`src/rtl/cc_bus_fifo.sv`:
```
// Synchronous FIFO with registered read data and an async active-high reset.
// Define CC_BUS_FIFO_ERROR_FLAGS_EN to add sticky overflow/underflow outputs.
module cc_bus_fifo #(
  parameter int unsigned WIDTH      = 8,
  parameter int unsigned DEPTH_LOG2 = 2
) (
  input  logic                  clk,
  input  logic                  reset,
  input  logic                  wr_en,
  input  logic [WIDTH-1:0]      wr_data,
  input  logic                  rd_en,
  output logic [WIDTH-1:0]      rd_data,
  output logic                  full,
  output logic                  empty,
  output logic [DEPTH_LOG2:0]   count
`ifdef CC_BUS_FIFO_ERROR_FLAGS_EN
  ,
  output logic                  overflow,
  output logic                  underflow
`endif
);

  localparam int unsigned DEPTH = 1 << DEPTH_LOG2;
  localparam int unsigned CW    = DEPTH_LOG2 + 1;

  logic [WIDTH-1:0]      mem_q [DEPTH];
  logic [DEPTH_LOG2-1:0] wr_ptr_q, wr_ptr_d;
  logic [DEPTH_LOG2-1:0] rd_ptr_q, rd_ptr_d;
  logic [CW-1:0]         count_q, count_d;
  logic [WIDTH-1:0]      rd_data_q, rd_data_d;
  logic                  rd_acc, wr_acc;

  // A write into a full FIFO is allowed when a read frees a slot on the same edge.
  always_comb begin
    rd_acc    = 1'b0;
    wr_acc    = 1'b0;
    wr_ptr_d  = wr_ptr_q;
    rd_ptr_d  = rd_ptr_q;
    count_d   = count_q;
    rd_data_d = rd_data_q;

    rd_acc = rd_en && (count_q != '0);
    wr_acc = wr_en && ((count_q != CW'(DEPTH)) || rd_acc);

    if (wr_acc) begin
      wr_ptr_d = wr_ptr_q + DEPTH_LOG2'(1);
    end
    if (rd_acc) begin
      rd_ptr_d  = rd_ptr_q + DEPTH_LOG2'(1);
      rd_data_d = mem_q[rd_ptr_q];
    end

    case ({wr_acc, rd_acc})
      2'b10:   count_d = count_q + CW'(1);
      2'b01:   count_d = count_q - CW'(1);
      default: count_d = count_q;
    endcase
  end

  always_ff @(posedge clk or posedge reset) begin
    if (reset) begin
      wr_ptr_q  <= '0;
      rd_ptr_q  <= '0;
      count_q   <= '0;
      rd_data_q <= '0;
    end else begin
      wr_ptr_q  <= wr_ptr_d;
      rd_ptr_q  <= rd_ptr_d;
      count_q   <= count_d;
      rd_data_q <= rd_data_d;
    end
  end

  // Storage is not reset; stale entries are never read before being rewritten.
  always_ff @(posedge clk) begin
    if (wr_acc && !reset) begin
      mem_q[wr_ptr_q] <= wr_data;
    end
  end

  assign rd_data = rd_data_q;
  assign count   = count_q;
  assign full    = (count_q == CW'(DEPTH));
  assign empty   = (count_q == '0);

`ifdef CC_BUS_FIFO_ERROR_FLAGS_EN
  logic overflow_q, overflow_d;
  logic underflow_q, underflow_d;

  always_comb begin
    overflow_d  = overflow_q;
    underflow_d = underflow_q;
    if (wr_en && !wr_acc) begin
      overflow_d = 1'b1;
    end
    if (rd_en && !rd_acc) begin
      underflow_d = 1'b1;
    end
  end

  always_ff @(posedge clk or posedge reset) begin
    if (reset) begin
      overflow_q  <= 1'b0;
      underflow_q <= 1'b0;
    end else begin
      overflow_q  <= overflow_d;
      underflow_q <= underflow_d;
    end
  end

  assign overflow  = overflow_q;
  assign underflow = underflow_q;
`endif

endmodule

```
`config.mk`:
```
export PLATFORM = sky130hd
export DESIGN_NAME = cc_bus_fifo
export DESIGN_NICKNAME = d
export VERILOG_FILES = /design/src/rtl/cc_bus_fifo.sv
export SDC_FILE = /design/constraint.sdc
export NUM_CORES = 1
export LEC_CHECK = 0
export ABC_AREA = 1
export BUFFER_PORTS_ARGS = -buffer_cell sky130_fd_sc_hd__buf_4
export CORE_MARGIN = 2
export CORE_UTILIZATION = 64
export CTS_BUF_LIST = sky130_fd_sc_hd__clkbuf_8
export DETAILED_ROUTE_END_ITERATION = 8
export PLACE_DENSITY = 0.87
export SLEW_MARGIN = 0
export SYNTH_ARGS = -nofsm -noshare
export SYNTH_HDL_FRONTEND = slang
export SYNTH_SLANG_ARGS = --single-unit
```
`constraint.sdc`:
```
create_clock -name clk -period 3.25 [get_ports clk]
set_input_delay 0.325 -clock clk [delete_from_list [all_inputs] [get_ports clk]]
set_output_delay 0.325 -clock clk [all_outputs]
set_load 0.01 [all_outputs]
```
==> metrics.txt, run 1 <==
crit start category=flip-flop; share of cells above drive strength 1=0.1626; Async SR Flop Fraction=0.3191; max-slew violations=0; vias in the first global route=1,309; Die Y=61.84 microns; I/O Pins=25; hold buffer count at CTS=0; crit path max fanout=12; Post-Layout Cell Count=290; Max-Cap Viols=0; Finished Cell Area=between 2000 and 2500 sq um; clock transition at the registers of the reported paths=about 0.08 ns; Critical Path AT=2.15 ns; placed cells=282; GRT Residual Overflow=0; Max transition margin=0.5062; crit path time final=1.962 ns; Clock Path Buffers=2; first-pass GRT wire length=5927 microns; Routed Antenna Nets=0; Post-synth EDFFs=32; Fill cells=213; DR vias/cell=4.845; dpl hpwl=between 2000 and 3000 microns; Distinct cells, synth=20; via count=~1,400; Setup WS pre-CTS=1.287 ns; Initial Utilization=0.6844; Netlist Area Pre-Place=around 2100 sq um; Setup CP Type=flip-flop to flip-flop; WL per Instance=12.63 microns; first-pass detailed-route iteration total=4; most frequent cells in the layout=nand2_1, inv_1, edfxtp_1, buf_4, nand3_1; Synthesis Warnings=0; Seq/Total Area, Yosys=0.6242; Root Buffer=clkbuf_8; Finish-stage setup viols=0; Core ar.=around 3100 sq um; Post-Syn Area per Cell=9.820 sq um; Yosys reg bits=47; PortBufs=24; clock skew=between 0.005 and 0.006 ns; status=complete, no violations; Fin Hold WS=about 0.034 ns; Setup Buffers After CTS=0; clk_lat worst skew=~0.30 ns; Syn Inst Count=218; placed cell areas=2341 sq um; nets=263; PostCTS Resize Cnt=0; 1st-iter DRT viols=75; hold crit path type=input port to async pin; Die X=61.84 microns; RSZ-0062 raised after global routing=false; commonest non-fill, non-tap cell in the layout=nand2_1; Tcrit/Tclk final=0.6036; antenna violations before repair=0; routed wire length=3662 microns; fmax=509.8 MHz; gpl congestion=~0.9; Worst Slack Setup Final=1.288 ns; Residual DRC=0; Lkg Pwr=1.199 nW; PwrDens=between 700 and 800 nW/um^2; largest net degree at the start of global routing=20; clk sink count=47; CP endpoint kind=flip-flop; ANT cells=0; Inserted Clock Buffers=5; net count of the mapped netlist=236; Layout area overhead=13.50%; WP data required=3.44 ns; Total GRT Usage=0.2189; Primary FF master, synth=edfxtp_1; CTS tree=built; Worst Tran Pin Value=0.7380 ns; endpoints failing hold=0; sum of negative setup slack=0 ns; H-tree depth=2; num rows=20; total die area=between 3000 and 4000 sq um; Peak VDD IR=slightly below 0.0005 V
layout make-up:
type | count | area (sq um) | share of cell area
clock buffer | 5 | 68.82 | 0.02832
clock inverter | 3 | 20.02 | 0.008239
inverter | 49 | 183.9 | 0.07570
multi-input combinational | 117 | 578.1 | 0.2379
sequential | 47 | 1336 | 0.5499
tap | 44 | 55.05 | 0.02266
timing repair buffer | 25 | 187.7 | 0.07724
Yosys cell counts, types with 2 or more instances:
cell type	number	area (sq um)
buf_6	2	22.52
buf_4	2	15.01
o21ai_0	2	10.01
nand2_1	75	281.5
edfxtp_1	32	960.9
inv_2	3	11.26
inv_1	45	168.9
xor2_1	2	17.52
nor2_1	6	22.52
dfrtp_1	15	375.4
ha_1	5	62.56
nand3_1	21	105.1
critical path, stage by stage, from the launching register on:
cell and delay, ns:
dfrtp_1 0.47, inv_2 0.10, a21oi_4 0.31, ha_1 0.23, inv_1 0.07, fa_1 0.38
nand2_1 0.08, nand3_1 0.08, xor2_1 0.14
state kept, by name (all words and copies together), names as in the netlist:
| register | cells |
|---|---|
| mem_q | 32 |
| rd_ptr_q | 2 |
| wr_ptr_q | 2 |
| count | 3 |
| rd_data | 8 |
report_power, final:
group          internal (mW)  leakage, nW  switching, mW
registers              0.777        0.473          0.130
clock network          0.149       0.0402          0.186
logic                  0.288        0.687          0.403
stage by stage:
stage	total power [mW]	utilization
finish	1.934	0.7768
global placement	1.596	0.7484
global route	2.095	0.7768
detailed placement	1.612	0.7484
CTS	1.945	0.7768
floorplan	1.401	-
path summary, 6_finish.rpt:
path                                              from                      end  slack, ns  depth (start not counted)
worst min-delay path                             reset     count[1]$_DFFE_PP0P_       0.03                          3
worst min register to register  rd_data[4]$_DFFE_PP0P_   rd_data[4]$_DFFE_PP0P_       0.48                          2
max in group asynchronous                        reset  rd_ptr_q[1]$_DFFE_PP0P_       3.04                          3
worst max-delay path              count[2]$_DFFE_PP0P_     count[2]$_DFFE_PP0P_       1.29                          8
worst max register to register    count[2]$_DFFE_PP0P_     count[2]$_DFFE_PP0P_       1.29                          8
min in group clk                            wr_data[4]    mem_q[1][4]$_DFFE_PP_       0.23                          1
cell families after synthesis:
| logic type | share of synthesized area |
|---|---|
| fa+ha+maj | 0.03857 |
| simple gates | 0.1993 |
| compound gates | 0.01988 |
| flops | 0.6242 |
| buf+inv | 0.1058 |
| xor+xnor | 0.01228 |
routing by layer:
metal | part of all wire | global-route usage | routed length [microns] | up-vias
met3 | 0.053 | 0.05590 | 194 | 6
met4 | 0.013 | 0.06991 | 46 | 0
met1 | 0.47 | 0.3025 | 1734 | 629
met2 | 0.46 | 0.3444 | 1688 | 49
li1 | - | - | - | 721
met5 | 0 | 0 | 0 | -
(Power assumes the default switching activity.)
==> run 2, diff against run 1 <==
Settings changed: ABC_AREA 1 to 0, CORE_UTILIZATION 64 to 53, PLACE_DENSITY 0.87 to 0.78.
Clock period 3.25 ns to 1.7 ns, I/O delays scaled along.
==> run 2 against run 1 <==
Compared with the run above:
- the flow now finishes with violations (negative setup slack)
- combinational power grew 100%
- first-iteration DRC count decreased by 27%
- global-route usage down 4.4 points
- core utilization decreased by 7.9 points
- clock-buffer cell count unchanged
- cell count decreased by 30%
- clock skew rose by 0.0029 ns
- fmax rose by 8.0%
- die area up 7.4%
- largest cell class unchanged
- highest routed layer unchanged
==> metrics.txt, run 2 <==
top-area cell type share of the netlist area=0.5023; first-pass GRT wire length=a little over 5000 microns; endpoints failing hold=0; routed wire length=3050 microns; hold crit path type=input port to flip-flop; Yosys reg bits=47; GRT Residual Overflow=0; Post-Syn Area per Cell=16.78 sq um; post-synth top area cell=edfxtp_1; antenna violations before repair=0; Peak VDD IR=~0.00085 V; XOR/XNOR share of the synthesized area=0.02747; PwrDens=1626 nW/um^2; overall power=about 3.8 mW; Max-Cap Viols=0; CTS tree=built; RSZ-0062 raised after global routing=true; largest net degree at the start of global routing=16; clock transition at the registers of the reported paths=0.08 ns; Tcrit/Tclk final=1.069; Synthesis Warnings=0; status=finished, violations left; I/O Pins=25; crit start category=flip-flop; Critical path destination=count[2]$_DFFE_PP0P_; Synth Area in Adders=0.04317; Initial Utilization=0.5644; Worst Slack Setup Final=-0.1170 ns; failing checks=negative setup slack; FF/Latch Area=1339 sq um; commonest non-fill, non-tap cell in the layout=buf_4; max FFs per register=32; Clock Path Buffers=2; 1st-iter DRT viols=55; NetSw=1.164 mW; most instantiated cells after synthesis=edfxtp_1, nand2_1, dfrtp_1; via count=1,051; R2R setup slack=-0.12 ns; compound-gate portion of the synthesized area=0.02551; vias in the first global route=1,058; Lkg Pwr=0.9692 nW; Routed Antenna Nets=0; Netlist Area Pre-Place=1913 sq um; Post-synth EDFFs=32; sequential power share=0.438; RR Endpoint=count[2]$_DFFE_PP0P_; Multi-input gate area=~530 sq um; fin util=0.6973; H-tree depth=2; largest family of logic cells by synthesized area=multiplexers; sum of negative setup slack=-0.1383 ns; Fill cells=238; crit path time final=1.817 ns; Residual DRC=0; dpl hpwl=2165 microns; share of cells above drive strength 1=0.4051; WL per Instance=roughly 15 microns; most numerous cell in the Yosys netlist=edfxtp_1; PortBufs=24; Post-Layout Cell Count=204; Critical Path AT=2.03 ns; clk_lat worst skew=~0.30 ns; num rows=21; gpl congestion=just over 0.7; Layout area overhead=23.54%; clock skew=0.008791 ns; clk sink count=between 40 and 50; Inserted Clock Buffers=5; Die X=approximately 64 microns; crit path max fanout=2; PostCTS Resize Cnt=0; Core ar.=3390 sq um; worst r2r src=count[2]$_DFFE_PP0P_; FF-to-FF path depth=8; post-synthesis mux area share=0.1073; fmax=550.4 MHz; Root Buffer=clkbuf_8; clock share of power=0.203; CP Launch Point=count[2]$_DFFE_PP0P_; total die area=between 4000 and 5000 sq um; net count of the mapped netlist=between 100 and 150; ANT cells=0; Seq/Total Area, Yosys=0.6985; placed cells=194; Finish-stage setup viols=2; simple logic cell fraction of the synthesized area=0.07194; most frequent cells in the layout=buf_4, edfxtp_1, nand2_1, dfrtp_1, mux4_2; Switching Share=0.3030; WP data required=1.92 ns; max-slew violations=0; Worst Tran Pin Value=between 0.5 and 0.6 ns; Distinct cells, synth=20; combinational share of power=0.359; CP endpoint kind=flip-flop; nets=between 150 and 200; Top reg by flops=mem_q; Synth area leaders=edfxtp_1, dfrtp_1, mux4_2, nand2_1, ha_1; Syn Inst Count=114; first-pass detailed-route iteration total=4; Async SR Flop Fraction=0.3191; Primary FF master, synth=edfxtp_1; Die Y=around 64 microns; DR vias/cell=5.152; Total GRT Usage=0.1753; Setup CP Type=flip-flop to flip-flop; P_int=2.678 mW; Max transition margin=0.6272
## run 2: changes by cell type in the layout (fill, tap and decap cells not counted), sizes merged, moves of 6 or more
| cell | before | now |
|---|---|---|
| mux4 | 0 | 8 |
| buf | 25 | 38 |
| nand2 | 76 | 25 |
| nand3 | 21 | 0 |
| nor2 | 7 | 1 |
| inv | 48 | 9 |
## run 2: final cells by class
| type | instances | share of cell area |
|---|---|---|
| repair buffers | 39 | 0.1249 |
| flip-flops and latches | 47 | 0.5664 |
| clock buffers | 5 | 0.02912 |
| well taps | 46 | 0.02435 |
| inverters | 8 | 0.01271 |
| clock inverters | 3 | 0.01747 |
| multi-input cells | 56 | 0.2250 |
## run 2: layer usage
layer  wire length, microns  vias to the layer above  track usage  part of all wire
met2                   1508                       34       0.2773              0.49
met5                      0                        -            0                 0
met4                     52                        0      0.06522             0.017
li1                       -                      490            -                 -
met1                   1300                      520       0.2267              0.43
met3                    189                        7      0.05810             0.062
## run 2: through the flow
stage               hold slack (ns)  setup WS, ns  instance area, sq um
CTS                         0.06113       -0.1337                  2356
detailed placement           0.2859       -0.1366                  2236
global route                0.05344       -0.2256                  2364
finish                      0.06840       -0.1170                  2364
floorplan                   0.07134       -0.3685                  1921
global placement             0.2834      -0.09277                  2236
## run 2: how the worst min path moves through the flow
stage / startpoint / end / slack [ns] / cells after the start
after global placement: reset / wr_ptr_q[1]$_DFFE_PP0P_ / 0.28 / 2
after floorplan: reset / count[0]$_DFFE_PP0P_ / 0.07 / 1
after detailed placement: reset / wr_ptr_q[1]$_DFFE_PP0P_ / 0.29 / 2
after CTS: wr_data[3] / mem_q[2][3]$_DFFE_PP_ / 0.06 / 1
final: wr_data[3] / mem_q[1][3]$_DFFE_PP_ / 0.07 / 1
after global routing: wr_data[3] / mem_q[0][3]$_DFFE_PP_ / 0.05 / 1
## run 2: kinds of logic after synthesis
group | Yosys count
XOR/XNOR | 6
flip-flops | 47
AO/OA/AOI/OAI | 2
multiplexers | 10
buffers and inverters | 11
adder cells (fa/ha/maj) | 6
AND/OR/NAND/NOR | 32
## run 2: worst max-delay path, cell delays in order (launching register included)
cell,delay [ns]
dfrtp_2,0.37
inv_2,0.05
o41ai_4,0.34
ha_2,0.25
inv_2,0.04
fa_2,0.32
xor2_1,0.14
nor2_1,0.11
xnor2_1,0.12
## run 2: repair_timing
action	CTS	global route
hold endpoints to repair	15	0
setup buffers	0	1
hold buffers	1	0
setup endpoints to repair	2	2
pin swaps	4	1
gates cloned	0	0
## run 2: power by group through the flow
stage / registers (mW) / clock network, mW / logic [mW]
3_3_place_gp: 1.70 / 0 / 1.35
3_5_place_dp: 1.71 / 0 / 1.39
5_1_grt: 1.72 / 0.853 / 1.53
4_1_cts: 1.69 / 0.803 / 1.40
2_1_floorplan: 1.73 / 0 / 0.818
6_report: 1.68 / 0.778 / 1.38
